--- config.mk ---
export PLATFORM = sky130hd
export DESIGN_NAME = alu_exec_unit
export DESIGN_NICKNAME = d
export VERILOG_FILES = /design/src/rtl/alu_exec_pkg.sv /design/src/rtl/alu_exec_comb.sv /design/src/rtl/alu_exec_unit.sv
export SDC_FILE = /design/constraint.sdc
export NUM_CORES = 1
export LEC_CHECK = 0
export BUFFER_PORTS_ARGS = -buffer_cell sky130_fd_sc_hd__clkbuf_2
export CAP_MARGIN = 25
export CORE_ASPECT_RATIO = 0.5
export CORE_MARGIN = 2
export CORE_UTILIZATION = 65
export CTS_BUF_LIST = sky130_fd_sc_hd__clkbuf_8
export DETAILED_ROUTE_END_ITERATION = 10
export GPL_TIMING_DRIVEN = 0
export PLACE_DENSITY = 0.89
export SLEW_MARGIN = 20
export SYNTH_ARGS = -nofsm -noshare
export SYNTH_HDL_FRONTEND = slang
export SYNTH_HIERARCHICAL = 1
export SYNTH_SLANG_ARGS = --single-unit
--- constraint.sdc ---
create_clock -name clk -period 8.6 [get_ports clk]
set_input_delay 0.43 -clock clk [delete_from_list [all_inputs] [get_ports clk]]
set_output_delay 0.43 -clock clk [all_outputs]
set_load 0.01 [all_outputs]
--- src/rtl/alu_exec_pkg.sv ---
`default_nettype none
// ============================================================================
// Module   : alu_exec_pkg
// Brief    : ALU op codes shared with the ALU control decoder, plus the
//            execution-unit state encoding.
// Revision : 1.0 - initial release
// ============================================================================
package alu_exec_pkg;

    localparam logic [3:0] ALU_AND     = 4'b0000;
    localparam logic [3:0] ALU_OR      = 4'b0001;
    localparam logic [3:0] ALU_NOR     = 4'b0010;
    localparam logic [3:0] ALU_ADD     = 4'b0011;
    localparam logic [3:0] ALU_SLL     = 4'b0100;
    localparam logic [3:0] ALU_SRL     = 4'b0101;
    localparam logic [3:0] ALU_LUI     = 4'b1000;
    localparam logic [3:0] ALU_SUB     = 4'b1001;
    localparam logic [3:0] ALU_ILLEGAL = 4'b1111;

    typedef enum logic [1:0] {
        IDLE  = 2'd0,
        SHIFT = 2'd1,
        DONE  = 2'd2
    } state_t;

    function automatic logic is_shift_op(input logic [3:0] op);
        return (op == ALU_SLL) || (op == ALU_SRL);
    endfunction

endpackage
`default_nettype wire

--- src/rtl/alu_exec_comb.sv ---
`default_nettype none
// ============================================================================
// Module   : alu_exec_comb
// Brief    : Single-cycle ALU datapath (logic, add/sub, lui, illegal detect).
//            Optional signed-overflow flag under ALU_EXEC_OVERFLOW_EN.
// Revision : 1.0 - initial release
// ============================================================================
module alu_exec_comb
    import alu_exec_pkg::*;
#(
    parameter int WIDTH = 32
) (
    input  logic [3:0]       i_op,
    input  logic [WIDTH-1:0] i_a,
    input  logic [WIDTH-1:0] i_b,
    output logic [WIDTH-1:0] o_result,
    output logic             o_illegal,
    output logic             o_shift
`ifdef ALU_EXEC_OVERFLOW_EN
   ,output logic             o_overflow
`endif
);

    localparam int c_msb  = WIDTH - 1;
    localparam int c_half = WIDTH / 2;

    logic [WIDTH-1:0] w_sum;
    logic [WIDTH-1:0] w_diff;

    assign w_sum  = i_a + i_b;
    assign w_diff = i_a - i_b;

    always_comb begin
        o_result  = '0;
        o_illegal = 1'b0;
        o_shift   = 1'b0;
        case (i_op)
            ALU_AND: o_result = i_a & i_b;
            ALU_OR:  o_result = i_a | i_b;
            ALU_NOR: o_result = ~(i_a | i_b);
            ALU_ADD: o_result = w_sum;
            ALU_SUB: o_result = w_diff;
            ALU_LUI: o_result = {i_b[c_half-1:0], {c_half{1'b0}}};
            // Shifts are iterated by the top level; the datapath only flags them.
            ALU_SLL, ALU_SRL: o_shift = 1'b1;
            default: o_illegal = 1'b1;
        endcase
    end

`ifdef ALU_EXEC_OVERFLOW_EN
    assign o_overflow =
        ((i_op == ALU_ADD) && (i_a[c_msb] == i_b[c_msb]) && (w_sum[c_msb]  != i_a[c_msb])) ||
        ((i_op == ALU_SUB) && (i_a[c_msb] != i_b[c_msb]) && (w_diff[c_msb] != i_a[c_msb]));
`endif

endmodule
`default_nettype wire

--- src/rtl/alu_exec_unit.sv ---
`default_nettype none
// ============================================================================
// Module   : alu_exec_unit
// Brief    : EX-stage ALU with valid/ready handshake; single-cycle ops plus
//            bit-serial SLL/SRL. Define ALU_EXEC_OVERFLOW_EN for the overflow port.
// Revision : 1.0 - initial release
// ============================================================================
module alu_exec_unit
    import alu_exec_pkg::*;
#(
    parameter int WIDTH   = 32,
    parameter int SHAMT_W = 5
) (
    input  logic               clk,
    input  logic               reset,
    input  logic               in_valid,
    output logic               in_ready,
    input  logic [3:0]         alu_operation,
    input  logic [WIDTH-1:0]   op_a,
    input  logic [WIDTH-1:0]   op_b,
    input  logic [SHAMT_W-1:0] shamt,
    output logic               out_valid,
    input  logic               out_ready,
    output logic [WIDTH-1:0]   result,
    output logic               zero,
    output logic               illegal_op,
    output logic               busy
`ifdef ALU_EXEC_OVERFLOW_EN
   ,output logic               overflow
`endif
);

    state_t             r_state;
    logic [WIDTH-1:0]   r_work;
    logic [SHAMT_W-1:0] r_cnt;
    logic               r_left;
    logic [WIDTH-1:0]   r_result;
    logic               r_zero;
    logic               r_illegal;

    logic [WIDTH-1:0]   w_comb_result;
    logic               w_comb_illegal;
    logic               w_comb_shift;

`ifdef ALU_EXEC_OVERFLOW_EN
    logic               r_overflow;
    logic               w_comb_overflow;
`endif

    alu_exec_comb #(
        .WIDTH (WIDTH)
    ) u_comb (
        .i_op       (alu_operation),
        .i_a        (op_a),
        .i_b        (op_b),
        .o_result   (w_comb_result),
        .o_illegal  (w_comb_illegal),
        .o_shift    (w_comb_shift)
`ifdef ALU_EXEC_OVERFLOW_EN
       ,.o_overflow (w_comb_overflow)
`endif
    );

    always_ff @(posedge clk) begin
        if (reset) begin
            r_state   <= IDLE;
            r_work    <= '0;
            r_cnt     <= '0;
            r_left    <= 1'b0;
            r_result  <= '0;
            r_zero    <= 1'b0;
            r_illegal <= 1'b0;
`ifdef ALU_EXEC_OVERFLOW_EN
            r_overflow <= 1'b0;
`endif
        end else begin
            case (r_state)
                IDLE: begin
                    if (in_valid) begin
                        if (w_comb_shift) begin
                            r_work  <= op_b;
                            r_cnt   <= shamt;
                            r_left  <= (alu_operation == ALU_SLL);
                            r_state <= SHIFT;
                        end else begin
                            r_result  <= w_comb_result;
                            r_zero    <= (w_comb_result == '0);
                            r_illegal <= w_comb_illegal;
`ifdef ALU_EXEC_OVERFLOW_EN
                            r_overflow <= w_comb_overflow;
`endif
                            r_state   <= DONE;
                        end
                    end
                end
                SHIFT: begin
                    // One extra cycle at cnt==0 moves the finished word into the result.
                    if (r_cnt == '0) begin
                        r_result  <= r_work;
                        r_zero    <= (r_work == '0);
                        r_illegal <= 1'b0;
`ifdef ALU_EXEC_OVERFLOW_EN
                        r_overflow <= 1'b0;
`endif
                        r_state   <= DONE;
                    end else begin
                        r_work <= r_left ? (r_work << 1) : (r_work >> 1);
                        r_cnt  <= r_cnt - SHAMT_W'(1);
                    end
                end
                DONE: begin
                    if (out_ready) begin
                        r_state <= IDLE;
                    end
                end
                default: r_state <= IDLE;
            endcase
        end
    end

    assign in_ready   = (r_state == IDLE);
    assign out_valid  = (r_state == DONE);
    assign busy       = (r_state == SHIFT) || (r_state == DONE);
    assign result     = r_result;
    assign zero       = r_zero;
    assign illegal_op = r_illegal;
`ifdef ALU_EXEC_OVERFLOW_EN
    assign overflow   = r_overflow;
`endif

endmodule
`default_nettype wire

==> flow_metrics.py, run 1 <==
metrics = {
    "route": {
        "route.met3.wl_um": 5188,
        "top_layer_used": "met4",
        "dr_total_vias": 9180,
        "dr.pass1.iters": 9,
        "viasPerCell": 7.002,
        "dr_wl_met2_um": 12030,
        "wl_met1_um": 11820,
        "routed_wirelength_um": 30020,
        "wl_per_cell_um": 22.89,
        "drc": 0,
        "detail-route-antenna-nets": 0,
        "drtIter0Drc": 1528,
    },
    "die": {
        "die_x_um": 158.9,
        "core_um2": 11770,
        "rows": 28,
        "die-area_um2": 12950,
        "io_pins": 114,
        "start_util_pct": 66.28,
        "die-height_um": 81.47,
    },
    "cells_and_area": {
        "drive_gt1_share_pct": 18.76,
        "fillers": 900,
        "stdcell_count": 1311,
        "final_nets": 1257,
        "utilization_pct": 75.06,
        "antenna_cells": 0,
        "area_delta_synth_final_pct": 13.25,
        "final_area_um2": 8836,
    },
    "pwr": {
        "p_leak_nw": 3.373,
        "vdd_ir_drop_max_mv": 0.1041,
        "p_per_area_nw_per_um2": 155.6,
    },
    "clock_tree": {
        "post_cts_buffers": 0,
        "cts.root.buffer_cell": "clkbuf_8",
        "cts_max_level": 3,
        "clk_pin_slew_ns": 0.07,
        "ctsResizeCount": 0,
        "cts_buffer_depth": 2,
        "ctsHoldBuffers": 0,
        "cts.sinks": 74,
        "clkLatencyLatePin_ns": 0.35,
        "cts_buffers": 9,
        "cts_tree": "yes",
    },
    "synth": {
        "ys.flop_type": "dfxtp_1",
        "ys_seq_area_share_pct": 18.99,
        "synth-seq-cells": 74,
        "synth_warnings": 6,
        "syn_inst": 1018,
        "synth_edf_count": 0,
        "yosys-top-cells-area": "dfxtp_1 (19%), mux2i_1 (8.6%), a21oi_1 (6.5%)",
        "yosysMostFrequentCell": "nand2_1",
        "syn_area_per_cell_um2": 7.665,
        "synth_top_area_share_pct": 18.99,
        "syn-cell-area_um2": 7802,
        "synthesis.nets": 1134,
        "synthTopCellsByCount": "nand2_1 (103), a21oi_1 (101), nor2_1 (82)",
        "ys_types": 78,
        "yosysTopAreaCell": "dfxtp_1",
        "async_reset_ff_share_pct": 0,
    },
    "outcome": {
        "status": "completed",
    },
    "global_routing": {
        "grt_max_degree": 13,
        "grt_pass1_wl_um": 43800,
        "grt-ovfl-total": 0,
        "global_route.usage.total_pct": 43.74,
        "grt_pass1_vias": 7866,
        "antenna_found_initial": 0,
    },
    "timing": {
        "slew_headroom_pct": 20.50,
        "fin_tns_setup_ns": 0,
        "fmax_mhz": 178.0,
        "fin_crit_ns": 5.618,
        "hold_viol": 0,
        "tightestPinTransition_ns": 1.174,
        "skew_ns": 0.008675,
        "rsz0062_at_grt": "false",
        "whs_ns": 0.4133,
        "setup_viol": 0,
        "final_max_slew_viol_count": 0,
        "fin_crit_sh_pct": 65.33,
    },
    "placement": {
        "dp_cells": 1295,
        "place_congestion": 1.045,
        "io_buffers": 112,
        "placed_cell_area_um2": 8569,
        "dpl.hpwl_um": 22870,
    },
    "setup_path": {
        "cp.required_ns": 8.89,
        "crit_top_cell": "clkbuf_1",
        "arrival_ns": 5.91,
        "critPathSlowestCell": "clkbuf_1",
        "start_kind": "input pin",
        "worstPathCellList": "clkbuf_2 > clkbuf_1 > nand2b_1 > nor2b_1 > clkbuf_1 > clkbuf_1 > a21oi_1 > xnor2_1 > ha_1 > clkbuf_1 > a21oi_1 > o21ai_0 > or3_1 > nor3_1 > o31ai_1 > xnor2_1 > o221ai_1 > nor4_1 > nand4_1 > nor3_1 > o221a_1",
        "worstSetupPathType": "input pin to flip-flop",
        "cp-end-kind": "flip-flop",
        "crit_fanout": 10,
        "critPathMaxStageDelay_ns": 0.51,
    },
    "min_path": {
        "hp-class": "input pin to flip-flop",
    },
    "job": {
        "max_cap_viol_count": 0,
    },
}
## cell families after synthesis
| logic type | share of synthesized area [%] |
|---|---|
| AO/OA/AOI/OAI | 31.61 |
| buffers and inverters | 6.703 |
| multiplexers | 8.884 |
| flip-flops | 18.99 |
| AND/OR/NAND/NOR | 21.18 |
| XOR/XNOR | 6.158 |
| adder cells (fa/ha/maj) | 6.479 |
## worst paths after layout
path | from | endpoint | slack (ns) | cells past startpoint
setup / recovery | alu_operation[3] | zero$_SDFFE_PP0P_ | 2.98 | 21
hold reg to reg | r_work[19]$_SDFFE_PP0P_ | r_work[19]$_SDFFE_PP0P_ | 0.51 | 2
hold / removal | op_b[11] | r_work[11]$_SDFFE_PP0P_ | 0.41 | 3
setup reg to reg | r_state[0]$_SDFFE_PP0P_ | r_work[5]$_SDFFE_PP0P_ | 6.08 | 8
## critical path, delay by kind of cell
| family | cells | cell delay (ns) |
|---|---|---|
| AND/OR/NAND/NOR | 7 | 1.90 |
| buffers and inverters | 5 | 1.49 |
| AO/OA/AOI/OAI | 6 | 1.21 |
| XOR/XNOR | 2 | 0.59 |
| adder cells (fa/ha/maj) | 1 | 0.28 |
## layout make-up
type	count	area, µm²	share of cell area [%]
well taps	165	206.4	2.336
flip-flops and latches	74	1481	16.77
clock buffers	10	137.6	1.558
clock inverters	6	128.9	1.459
repair buffers	112	560.5	6.344
plain buffers	83	421.7	4.772
inverters	27	101.3	1.147
multi-input cells	834	5798	65.62
## where the power goes
| group | switching, mW | internal [mW] | total [mW] |
|---|---|---|---|
| Sequential | 0.0386 | 0.383 | 0.421 |
| Combinational | 0.375 | 0.217 | 0.592 |
| Clock | 0.133 | 0.229 | 0.361 |
| Total | 0.547 | 0.828 | 1.37 |
## per-layer routing
metal,vias up,track usage [%]
li1,4054,-
met5,-,0
met1,4262,59.72
met2,751,65.59
met3,113,14.09
met4,0,14.73
## flip-flops by register name, indices dropped and copies added, names as in the netlist
signal,cells
r_left,1
illegal_op,1
result,32
r_state,2
zero,1
r_work,32
r_cnt,5
## cell usage in the layout, fill, tap and decap left out, drive strengths merged, types with 16 or more instances in the layout
cell type / Yosys / routed
clkbuf: 48 / 170
nand2: 103 / 103
a21oi: 101 / 101
nor2: 82 / 82
dfxtp: 74 / 74
mux2i: 67 / 67
nor3: 47 / 47
o21ai: 45 / 45
a211oi: 42 / 42
ha: 38 / 38
o211ai: 36 / 36
xnor2: 35 / 35
buf: 35 / 35
a21o: 31 / 31
inv: 27 / 28
a221oi: 21 / 21
xor2: 19 / 19
nor4: 19 / 19
nand4: 16 / 16
## stage by stage
| stage | worst slack, ns | power [mW] |
|---|---|---|
| after floorplan | 4.338 | 0.7988 |
| after global placement | 3.018 | 0.9643 |
| after detailed placement | 2.949 | 0.9833 |
| after CTS | 3.306 | 1.340 |
| after global routing | 2.932 | 1.419 |
| final | 2.982 | 1.375 |
(Power assumes the default switching activity.)
==> run 2: changes to the inputs <==
Settings changed: CORE_UTILIZATION 65 to 55, PLACE_DENSITY 0.89 to 0.8.
Clock period 8.6 ns to 5.05 ns, I/O delays scaled along.
==> run 2 against run 1 <==
Core utilization is 10 points lower. Final area is 0.47% higher. Critical path depth is 1 lower. Routed wire length is 0.82% lower. Largest cell class unchanged. Largest power group unchanged. Non-clock buffer count is 2 higher.
==> flow_metrics.py, run 2 (synthesis results as in run 1) <==
metrics = {
    "outcome": {
        "status": "completed",
    },
    "global_routing": {
        "grt_pass1_vias": 7818,
        "grt-ovfl-total": 0,
        "grt_max_degree": 13,
        "antenna_found_initial": 0,
        "global_route.usage.total_pct": 38.54,
        "grt_pass1_wl_um": 44440,
    },
    "pwr": {
        "seqPwrFrac_pct": 32.1,
        "internal_power_mw": 1.305,
        "power_frac_clock_pct": 23.1,
        "finalPower_mw": 2.227,
        "p_leak_nw": 3.370,
        "p_sw_share_pct": 41.39,
        "p_per_area_nw_per_um2": 250.8,
        "power_frac_comb_pct": 44.8,
        "vdd_ir_drop_max_mv": 0.1210,
        "p_sw_mw": 0.9216,
    },
    "setup_path": {
        "cp.required_ns": 5.35,
        "reg2reg_slack_ns": 2.70,
        "critPathSlowestCell": "o31ai_1",
        "critPathMaxStageDelay_ns": 0.54,
        "crit_top_cell": "clkbuf_2",
        "r2r_start": "r_state[0]$_SDFFE_PP0P_",
        "crit_fanout": 10,
        "r2r_cells": 8,
        "path_delay_family": "compound AO/OA/AOI/OAI gates",
        "worstSetupPathType": "input pin to flip-flop",
        "path_buf_inv": 4,
        "start_kind": "input pin",
        "arrival_ns": 5.22,
        "cp-end-kind": "flip-flop",
        "r2r-end": "r_work[5]$_SDFFE_PP0P_",
        "worstPathCellList": "clkbuf_2 > clkbuf_1 > nand2b_1 > nor2b_1 > clkbuf_2 > clkbuf_2 > nor2_1 > xnor2_1 > ha_1 > nor2b_1 > o2111ai_2 > a21oi_1 > o31ai_1 > a31oi_2 > xnor2_1 > o221ai_1 > nor4_1 > nand4_1 > nor3_2 > o221a_1",
    },
    "placement": {
        "place_congestion": 0.9984,
        "placed_cell_area_um2": 8608,
        "io_buffers": 112,
        "dpl.hpwl_um": 23060,
    },
    "die": {
        "die-height_um": 88.22,
        "io_pins": 114,
        "start_util_pct": 56.95,
        "die-area_um2": 15210,
        "core_um2": 13700,
        "die_x_um": 172.4,
        "rows": 30,
    },
    "clock_tree": {
        "ctsHoldBuffers": 0,
        "clk_pin_slew_ns": 0.08,
        "cts_buffers": 9,
        "cts.root.buffer_cell": "clkbuf_8",
        "cts_buffer_depth": 2,
        "cts_max_level": 3,
        "clkLatencyLatePin_ns": 0.35,
        "cts.sinks": 74,
        "cts_tree": "yes",
    },
    "timing": {
        "fin_crit_sh_pct": 97.38,
        "final_max_slew_viol_count": 0,
        "setup_viol": 0,
        "fin_tns_setup_ns": 0,
        "fmax_mhz": 203.4,
        "whs_ns": 0.2220,
        "tightestPinTransition_ns": 1.077,
        "skew_ns": 0.008479,
        "fin_crit_ns": 4.918,
        "slew_headroom_pct": 28.01,
        "hold_viol": 0,
    },
    "cells_and_area": {
        "area_delta_synth_final_pct": 13.77,
        "seq_area_um2": 1481,
        "final_nets": 1259,
        "utilization_pct": 64.79,
        "final_common_cell": "clkbuf_2",
        "final_area_um2": 8877,
        "multiInputGateArea_um2": 5832,
        "mostFrequentLayoutCells": "clkbuf_2 (116), nand2_1 (103), a21oi_1 (101), nor2_1 (81), dfxtp_1 (74)",
        "antenna_cells": 0,
        "fillers": 1214,
        "drive_gt1_share_pct": 19.69,
    },
    "min_path": {
        "hold_path_depth": 3,
        "hp-start": "shamt[0]",
        "hold_end": "r_cnt[0]$_SDFFE_PP0P_",
        "hp-class": "input pin to flip-flop",
    },
    "route": {
        "routed_wirelength_um": 29770,
        "viasPerCell": 6.570,
        "dr_total_vias": 8804,
        "drtIter0Drc": 978,
        "drc": 0,
        "wl_per_cell_um": 22.21,
        "dr.pass1.iters": 7,
        "detail-route-antenna-nets": 0,
    },
    "job": {
        "max_cap_viol_count": 0,
    },
}
[run 2: how the worst max path moves through the flow]
stage | startpoint | end | slack [ns] | cells after the start
2_1_floorplan | op_b[6] | zero$_SDFFE_PP0P_ | 0.97 | 18
3_3_place_gp | alu_operation[3] | zero$_SDFFE_PP0P_ | -0.40 | 20
3_5_place_dp | alu_operation[3] | zero$_SDFFE_PP0P_ | -0.49 | 20
4_1_cts | op_b[2] | zero$_SDFFE_PP0P_ | 0.12 | 22
5_1_grt | op_b[3] | zero$_SDFFE_PP0P_ | -0.01 | 22
6_report | alu_operation[3] | zero$_SDFFE_PP0P_ | 0.13 | 20
[run 2: metal layers]
metal	routed length, µm	global-route usage, %
met5	0	0
met1	12490	53.89
met2	12190	56.33
met4	451	9.473
met3	4640	13.95
[run 2: worst reg2reg max path, cell delays in order, from the launching register on]
cell and delay [ns]:
dfxtp_1 0.36, inv_1 0.07, ha_1 0.20, buf_2 0.16, a21boi_0 0.18, a211oi_2 0.77
buf_6 0.24, o211ai_1 0.13, a21oi_1 0.18
[run 2: power by group through the flow]
stage | Sequential [mW] | Clock (mW) | Combinational [mW]
after floorplan | 0.726 | 0 | 0.634
final | 0.715 | 0.514 | 0.997
after global routing | 0.722 | 0.530 | 1.07
after detailed placement | 0.726 | 0 | 0.947
after CTS | 0.712 | 0.509 | 0.955
after global placement | 0.721 | 0 | 0.928
[run 2: stage by stage]
stage	cells	setup slack [ns]
detailed placement	1323	-0.4886
global placement	1322	-0.4033
CTS	1339	0.1167
floorplan	1018	0.9658
finish	1340	0.1324
global route	1340	-0.009921
[run 2: area by class of cell]
| type | count | area share [%] |
|---|---|---|
| clock buffer | 13 | 2.016 |
| timing repair buffer | 114 | 6.455 |
| multi-input combinational | 834 | 65.69 |
| sequential | 74 | 16.69 |
| buffer | 83 | 4.792 |
| inverter | 27 | 1.142 |
| clock inverter | 3 | 0.5074 |
| tap | 192 | 2.706 |
[run 2: what timing repair did]
action                                  in CTS  in global routing
gates resized for setup                      3                  6
buffers inserted                             0                  1
endpoints found under the setup margin       1                  1
cloned                                       0                  0
pin swaps                                    0                  1
==> run 3: changes to the inputs <==
Settings changed: ABC_AREA from default to 1.
==> run 3 against run 2 <==
Non-clock buffer count fell by 28. Sequential power rose by 4.8%. Register-to-register slack improved by 0.42 ns. First-iteration DRC count increased by 70%. Sequential share of layout area shrank 1.1 points.
==> flow_metrics.py, run 3 <==
metrics = {
    "cells_and_area": {
        "stdcell_count": 1891,
        "mostFrequentLayoutCells": "nand2_1 (409), nor2_1 (304), inv_1 (199), clkbuf_2 (116), nand3_1 (98)",
        "final_nets": 1798,
        "area_delta_synth_final_pct": 11.83,
        "fillers": 1526,
        "drive_gt1_share_pct": 11.62,
        "final_common_cell": "nand2_1",
        "utilization_pct": 62.40,
        "antenna_cells": 0,
    },
    "clock_tree": {
        "post_cts_buffers": 0,
        "cts_max_level": 3,
        "cts_buffer_depth": 2,
        "clkLatencyLatePin_ns": 0.36,
        "ctsHoldBuffers": 0,
        "cts.root.buffer_cell": "clkbuf_8",
        "clk_pin_slew_ns": 0.09,
        "cts_buffers": 9,
        "ctsResizeCount": 0,
        "cts_tree": "yes",
        "cts.sinks": 74,
    },
    "synth": {
        "async_reset_ff_share_pct": 0,
        "synthTopCellsByCount": "nand2_1 (409), nor2_1 (304), inv_1 (199)",
        "syn-cell-area_um2": 8512,
        "yosysTopAreaCell": "nand2_1",
        "synth_top_area_share_pct": 18.04,
        "synth.area.mux_share_pct": 0,
        "ys_seq_area_share_pct": 17.40,
        "synth_top_family_by_area": "simple AND/OR/NAND/NOR gates",
        "yosys-top-cells-area": "nand2_1 (18%), dfxtp_1 (17%), nor2_1 (13%)",
        "synth_warnings": 6,
        "synth-xor-area-share_pct": 2.675,
        "ys.flop_type": "dfxtp_1",
        "synth_edf_count": 0,
        "synth-seq-cells": 74,
        "yosysMostFrequentCell": "nand2_1",
        "synth_compound_area_share_pct": 16.54,
        "syn_area_per_cell_um2": 5.463,
        "yosys.area_share.simple_pct": 45.14,
        "syn_inst": 1558,
        "synthesis.nets": 1674,
        "ys_types": 43,
        "synth_fa_ha_area_share_pct": 5.821,
    },
    "global_routing": {
        "grt_max_degree": 15,
        "grt_pass1_wl_um": 52170,
        "antenna_found_initial": 1,
        "global_route.usage.total_pct": 40.01,
        "grt-ovfl-total": 0,
        "grt_pass1_vias": 9949,
    },
    "timing": {
        "fin_crit_sh_pct": 77.47,
        "final_max_slew_viol_count": 0,
        "fin_tns_setup_ns": 0,
        "hold_viol": 0,
        "rsz0062_at_grt": "false",
        "fmax_mhz": 255.6,
        "tightestPinTransition_ns": 0.7021,
        "slew_headroom_pct": 53.19,
        "skew_ns": 0.01201,
        "setup_viol": 0,
        "fin_crit_ns": 3.912,
    },
    "route": {
        "dr.pass1.iters": 7,
        "wl_per_cell_um": 17.70,
        "routed_wirelength_um": 33480,
        "drtIter0Drc": 1663,
        "detail-route-antenna-nets": 0,
        "drc": 0,
        "viasPerCell": 5.839,
        "dr_total_vias": 11041,
    },
    "placement": {
        "place_congestion": 1.053,
        "dpl.hpwl_um": 27390,
        "io_buffers": 113,
        "dp_cells": 1875,
    },
    "job": {
        "max_cap_viol_count": 0,
    },
    "setup_path": {
        "r2r_start": "r_state[1]$_SDFFE_PP0P_",
        "crit_fanout": 5,
        "cp.required_ns": 5.36,
        "start_kind": "input pin",
        "r2r_cells": 7,
        "cp-end-kind": "flip-flop",
        "arrival_ns": 4.22,
        "timing.critical_path.from": "op_b[0]",
        "worstSetupPathType": "input pin to flip-flop",
    },
    "die": {
        "rows": 32,
        "start_util_pct": 55.80,
        "io_pins": 114,
        "die-area_um2": 16550,
        "core_um2": 15250,
        "die-height_um": 91.97,
        "die_x_um": 179.9,
    },
    "pwr": {
        "p_per_area_nw_per_um2": 236.5,
        "vdd_ir_drop_max_mv": 0.1291,
        "p_leak_nw": 5.061,
    },
    "min_path": {
        "hp-class": "input pin to flip-flop",
        "hold_path_depth": 2,
        "hp-start": "reset",
    },
    "outcome": {
        "status": "completed",
    },
}
run 3: per-layer routing:
layer / track usage, % / wire [µm]
met4: 10.57 / 792
met5: 0 / 0
met3: 11.28 / 5022
met2: 59.90 / 13550
met1: 56.14 / 14120
run 3: path summary, 6_finish.rpt:
path	end	slack (ns)
max	zero$_SDFFE_PP0P_	1.14
min	illegal_op$_SDFFE_PP0P_	0.10
max reg2reg	result[21]$_SDFFE_PP0P_	3.12
min reg2reg	illegal_op$_SDFFE_PP0P_	0.48
run 3: cells by family after synthesis:
group / Yosys count
AO/OA/AOI/OAI: 241
XOR/XNOR: 26
adder cells (fa/ha/maj): 39
buffers and inverters: 259
flip-flops: 74
AND/OR/NAND/NOR: 919
run 3: through the flow:
stage | instance area, µm² | hold WS [ns] | worst slack, ns | power [mW]
after floorplan | 8512 | 0.3216 | 2.124 | 1.434
after global placement | 9333 | 0.4539 | 1.040 | 1.746
after detailed placement | 9333 | 0.4547 | 1.072 | 1.778
after CTS | 9519 | 0.09218 | 1.369 | 2.213
after global routing | 9519 | 0.09813 | 0.8244 | 2.401
final | 9519 | 0.1005 | 1.138 | 2.252
run 3: cell type report:
type | count | area [µm²] | area share (%)
well taps | 204 | 255.2 | 2.681
repair buffers | 113 | 565.5 | 5.941
clock inverters | 6 | 48.80 | 0.5126
clock buffers | 10 | 137.6 | 1.446
plain buffers | 56 | 291.5 | 3.063
multi-input cells | 1225 | 5973 | 62.75
inverters | 203 | 765.7 | 8.044
flip-flops and latches | 74 | 1481 | 15.56
run 3: where the power goes:
group	switching, mW	internal, mW
Combinational	0.704	0.356
Clock	0.247	0.196
Sequential	0.0715	0.677
run 3: worst max-delay path, cell delays in order:
cell and delay (ns):
clkbuf_2 0.12, inv_1 0.14, ha_1 0.26, nand3_2 0.14
nor3_1 0.50, a31oi_1 0.13, o21ai_0 0.17, o21ai_0 0.13
ha_1 0.43, nand2_1 0.13, nor3_1 0.29, nand2_1 0.12
inv_1 0.07, nand2_1 0.05, nand2_1 0.07, inv_1 0.05
nand2_1 0.05, nand2_1 0.04, nand3_1 0.14, nand2_1 0.07
inv_1 0.11, nand4_1 0.10, nor2_1 0.22, nand3_1 0.16
nand3_1 0.13, nand2_1 0.08, inv_1 0.05
